### src/rtl/pipe_skid_reg.sv
// Two-entry pipeline skid register. in_ready is decoded from registered state only,
// which breaks the ready path between stages while sustaining one beat per cycle.
module pipe_skid_reg #(
    parameter int WIDTH      = 64,
    parameter int CTRL_WIDTH = 16
) (
    input  logic             clk,
    input  logic             reset,
    input  logic             flush,
    input  logic             in_valid,
    output logic             in_ready,
    input  logic [WIDTH-1:0] in_data,
    output logic             out_valid,
    input  logic             out_ready,
    output logic [WIDTH-1:0] out_data,
    output logic [1:0]       count
);

    // Handshake: a beat moves on a rising edge when valid & ready are both high on
    // that side. valid never waits on ready. in_ready and out_valid come from state_q
    // alone, and so they still show the pre-flush state during a flush cycle.

    typedef enum logic [1:0] {
        ST_EMPTY = 2'd0,
        ST_HALF  = 2'd1,
        ST_FULL  = 2'd2
    } state_e;

    localparam logic [WIDTH-1:0] CTRL_MASK = {WIDTH{1'b1}} >> (WIDTH - CTRL_WIDTH);

    state_e           state_q;
    state_e           state_d;
    logic [WIDTH-1:0] main_q;
    logic [WIDTH-1:0] main_d;
    logic [WIDTH-1:0] skid_q;
    logic [WIDTH-1:0] skid_d;
    logic             xfer_in;
    logic             xfer_out;

    always_ff @(posedge clk) begin
        if (reset) begin
            state_q <= ST_EMPTY;
        end else begin
            state_q <= state_d;
        end
    end

    always_ff @(posedge clk) begin
        if (reset) begin
            main_q <= '0;
            skid_q <= '0;
        end else begin
            main_q <= main_d;
            skid_q <= skid_d;
        end
    end

    assign xfer_in  = in_valid & in_ready;
    assign xfer_out = out_valid & out_ready;

    always_comb begin
        state_d = state_q;
        main_d  = main_q;
        skid_d  = skid_q;
        if (flush) begin
            state_d = ST_EMPTY;
        end else begin
            case (state_q)
                ST_EMPTY: begin
                    if (xfer_in) begin
                        state_d = ST_HALF;
                        main_d  = in_data;
                    end
                end
                ST_HALF: begin
                    if (xfer_in && xfer_out) begin
                        main_d = in_data;
                    end else if (xfer_in) begin
                        state_d = ST_FULL;
                        skid_d  = in_data;
                    end else if (xfer_out) begin
                        state_d = ST_EMPTY;
                    end
                end
                ST_FULL: begin
                    // in_ready is low here, so only the drain into main can happen.
                    if (xfer_out) begin
                        state_d = ST_HALF;
                        main_d  = skid_q;
                    end
                end
                default: begin
                    state_d = ST_EMPTY;
                end
            endcase
        end
    end

    always_comb begin
        in_ready  = (state_q != ST_FULL);
        out_valid = (state_q != ST_EMPTY);
        out_data  = out_valid ? main_q : (main_q & ~CTRL_MASK);
        count     = state_q;
    end

endmodule

### config.mk
export PLATFORM = sky130hd
export DESIGN_NAME = pipe_skid_reg
export DESIGN_NICKNAME = d
export VERILOG_FILES = /design/src/rtl/pipe_skid_reg.sv
export SDC_FILE = /design/constraint.sdc
export NUM_CORES = 1
export LEC_CHECK = 0
export BUFFER_PORTS_ARGS = -buffer_cell sky130_fd_sc_hd__buf_4
export CORE_UTILIZATION = 50
export CTS_CLUSTER_SIZE = 8
export DETAILED_ROUTE_END_ITERATION = 16
export PLACE_DENSITY = 0.74
export SETUP_SLACK_MARGIN = 0.05
export SLEW_MARGIN = 15
export SYNTH_ARGS = -nofsm -noshare
export SYNTH_HDL_FRONTEND = slang
export SYNTH_SLANG_ARGS = --single-unit
### constraint.sdc
create_clock -name clk -period 1.88 [get_ports clk]
set_clock_uncertainty 0.15 [all_clocks]
set_input_delay 0 -clock clk [delete_from_list [all_inputs] [get_ports clk]]
set_output_delay 0 -clock clk [all_outputs]
set_load 0.1 [all_outputs]
# Word-level counts from Yosys, hierarchy flattened
# Index checks and enable logic that the tools add are counted.
# word_totals
out_inout_bits	68
register_bits	130
in_bits	69
# op_classes
eq_ne	8
bitwise_logic	4
n_reduce_logical	8
n_mux	11
# ops
cell	n
64-bit two-way mux	3
64-bit case mux with 3 select lines	1
16-bit two-way mux	1
2-bit two-way mux	5
2-bit inequality test (second input constant)	5
4-bit AND reduction	2
2-bit case mux with 3 select lines	1
5-bit AND reduction	1
3-bit inequality test (second input constant)	1
3-bit nonzero test	1
1-bit bitwise AND	2
2-bit by 1-bit equality test with 1-bit output (second input constant)	1
2-bit equality test (second input constant)	1
2-bit logical NOT	1
1-bit inverter	2
2-bit nonzero test	1
2-bit OR reduction	1
1-bit logical AND	1

# Depth between registers and ports, before layout
# logic_depth
word_depth	6
depth_mapped	6

# Worst setup path before layout
# OpenSTA, ideal clock, no wires.
# synth_path
kind	reg2out
start	register state_q[0], in the netlist count[0]
end	output out_data[10]
path_slack_ps	-1213
required_time_ps	1730
n_path_buf	1
arrival_ps	2943
path_stages_with_launch	4
path_cell_list	dfxtp_1 nor2_1 clkbuf_1 nor2b_1
# synth_via
elab_chain_cells	2
# synth_lines
item	line_no	rtl
start, declared	31	state_e state_q;
start signal, assigned	44	state_q <= state_d;
2-bit nonzero test	101	out_valid = (state_q != ST_EMPTY);
16-bit two-way mux	102	out_data = out_valid ? main_q : (main_q & ~CTRL_MASK);
end, declared	15	output logic [WIDTH-1:0] out_data,
# Every way passes these cells.

# Worst setup path in the final report
# layout_path
start	register state_q[1], in the netlist count[1]
end	output out_valid
# layout_via
elab_chain_cells	1
# layout_lines
item	line_no	rtl
2-bit nonzero test	101	
end, declared	13	output logic out_valid,
# Every way passes these cells.

==> impl_metrics.py <==
metrics = {
    "status": {
        "status": "finished, final reports clean",
    },
    "worst_setup_path": {
        "crit_required_ps": 1730,
        "worstSetupEndpointType": "output pin",
        "critPathArrivalTime_ps": 1570,
        "cp_max_fo": 17,
        "start_kind": "register",
        "critPathKind": "reg -> out",
    },
    "clock_network": {
        "path_clk_slew_ps": 50,
        "clk_latency_ps": 420,
        "cts_tree": "done",
        "h-tree-depth": 4,
        "clockBufferDepth": 2,
        "cts_buffers": 17,
        "cts-root-buf": "clkbuf_16",
        "numClockSinks": 130,
    },
    "placed_design": {
        "dp_hpwl_mm": 9.80,
        "dpl_cell_area_sq_mm": 0.00762,
        "gp_congestion": 0.754,
        "dp_slack_ps": 184,
        "port_buffers": 136,
    },
    "pwr": {
        "intPower_uw": 5350,
        "clkPwrFrac": 0.435,
        "netSwitchingPower_uw": 2090,
        "p_per_area_mw_per_mm2": 832,
        "peakVddDrop_v": 0.000679,
        "power.leakage_uw": 0.00401,
        "seq_power_share": 0.388,
        "power_frac_comb": 0.177,
        "switching_share": 0.281,
    },
    "drt": {
        "wl_met1_mm": 6.92,
        "wl_mm": 16.5,
        "drt-initial-drc-count": 308,
        "drcViolationCount": 0,
        "wl_met2_mm": 8.50,
        "top_layer": "met4",
        "met3_length_um": 770,
        "viasPerCell": 5.36,
        "antenna_left": 0,
        "drtPass1Iterations": 4,
        "num_vias": 5608,
        "wl_per_cell_um": 15.7,
    },
    "synth": {
        "syn_area_per_cell_sq_um": 9.35,
        "yosysWarnings": 0,
        "synth_xor_area_frac": 0,
        "yosys.area.top_type_share": 0.381,
        "synthesis.nets": 799,
        "synth_top_area_cell": "dfxtp_1",
        "netlist_instances": 730,
        "ys_seq_area_frac": 0.381,
        "synth_top_family_by_area": "compound AO/OA/AOI/OAI gates",
        "synthSimpleGateAreaFrac": 0.155,
        "synth_seq_cells": 130,
        "synthMuxAreaShare": 0.0939,
        "synth_area_leaders": "dfxtp_1, o41ai_2, mux2i_1, nor2b_1, nand2_1",
        "netlist_area_sq_mm": 0.00683,
        "synth_fa_ha_area_frac": 0,
        "synth_compound_area_frac": 0.244,
        "synth_cell_types": 26,
    },
    "global_route": {
        "grt_pass1_vias": 5647,
        "track_usage": 0.238,
        "grt_pass1_wl_mm": 26.9,
        "grt_max_degree": 85,
        "antenna_found_initial": 0,
        "grt_overflow": 0,
    },
    "sta": {
        "fin_crit_sh": 0.915,
        "fin_ws_ps": 160,
        "finalHoldViolations": 0,
        "layout_min_cycle_time_ps": 1720,
        "slew_headroom": 0.616,
        "hold_ws_ps": 212,
        "rsz0062_at_grt": "no",
        "drv_slew": 0,
        "setup-tns-final_ps": 0,
        "tightest_slew_ps": 576,
        "fmax_mhz": 581,
        "setup_viol": 0,
    },
    "layout": {
        "seq_area_sq_mm": 0.00261,
        "fin_util": 0.673,
        "nNetsFinal": 926,
        "multi_input_area_sq_mm": 0.00348,
        "syn2layout_area_growth_pct": 31.1,
        "final_cell_mix": "buf_4, nand2_1, dfxtp_1",
        "fill_cells": 996,
        "design_area_sq_mm": 0.00894,
        "final_layout_size_suffix_gt1_frac": 0.314,
        "diodes": 0,
        "layout_commonest_cell": "buf_4",
    },
    "die": {
        "die_area_sq_mm": 0.0141,
        "pin_count": 137,
        "start_util": 0.513,
        "core_area_sq_mm": 0.0133,
        "rows": 42,
        "die_x_um": 119,
        "die_y_um": 119,
    },
    "hold_path": {
        "min_path_type": "in -> reg",
    },
    "run": {
        "drv_cap": 0,
    },
}
==> cells in the mapped netlist <==
cell type / n
nor3_4: 1
o21a_1: 1
nand2b_1: 2
o21ai_0: 9
mux2i_1: 64
dfxtp_1: 130
and3b_1: 1
buf_6: 13
clkbuf_1: 33
o41ai_2: 56
o21ai_1: 55
nor2b_1: 81
o22a_1: 1
o41ai_1: 8
inv_1: 1
buf_1: 1
buf_4: 58
nor2_1: 1
a2111oi_2: 1
nor3_1: 1
buf_12: 5
buf_2: 9
nand2b_4: 1
or3_1: 1
nand2_1: 130
a21oi_1: 66
==> power by group through the flow <==
stage,registers (uW),clock network [uW],logic [uW]
floorplan,2940,0,942
global placement,2940,0,1170
detailed placement,2940,0,1190
CTS,2880,3300,1310
global route,2890,3420,1380
finish,2890,3240,1320
==> sequential cells by signal, indices dropped and copies added (netlist names) <==
name / cells
skid_q: 64
main_q: 64
count: 2
==> timing repair <==
item / in CTS / in global routing
pin swaps: 0 / 0
gates resized for setup: 2 / 0
setup endpoints to repair: 2 / 1
hold endpoints to repair: 130 / 0
buffers inserted: 0 / 5
hold buffers: 68 / 0
==> metal layers <==
metal / vias up / track usage
met4: 0 / 0.0981
met2: 140 / 0.422
met3: 24 / 0.0690
met5: - / 0
met1: 2689 / 0.264
li1: 2755 / -
==> path summary, 6_finish.rpt <==
check	start	slack, ps	cells after the start	end
hold / removal	out_ready	210	3	count[1]$_SDFFE_PP0P_
setup / recovery	count[1]$_SDFFE_PP0P_	160	4	out_valid
setup reg to reg	count[1]$_SDFFE_PP0P_	170	5	skid_q[54]$_SDFFE_PP0P_
hold reg to reg	skid_q[50]$_SDFFE_PP0P_	300	2	skid_q[50]$_SDFFE_PP0P_
==> logic make-up after synthesis <==
group	Yosys count
mux	64
compound gates	197
flops	130
buf+inv	120
simple gates	219
==> layout make-up <==
cell class              instances  area share
repair buffers                227       0.228
flip-flops and latches        130       0.292
inverters                       1    0.000839
well taps                     176      0.0246
multi-input cells             480       0.389
clock buffers                  23      0.0581
clock inverters                 9     0.00839
==> worst max-delay path: stages, from the launching register on <==
cell	delay (ps)
dfxtp_4	370
nor2_4	110
buf_6	290
clkinvlp_4	120
buf_4	240
==> stage by stage <==
stage / power [uW] / cells
after floorplan: 3880 / 730
after global placement: 4110 / 941
after detailed placement: 4130 / 941
after CTS: 7490 / 1041
after global routing: 7690 / 1046
final: 7440 / 1046
Power figures use the tool's default switching activity.
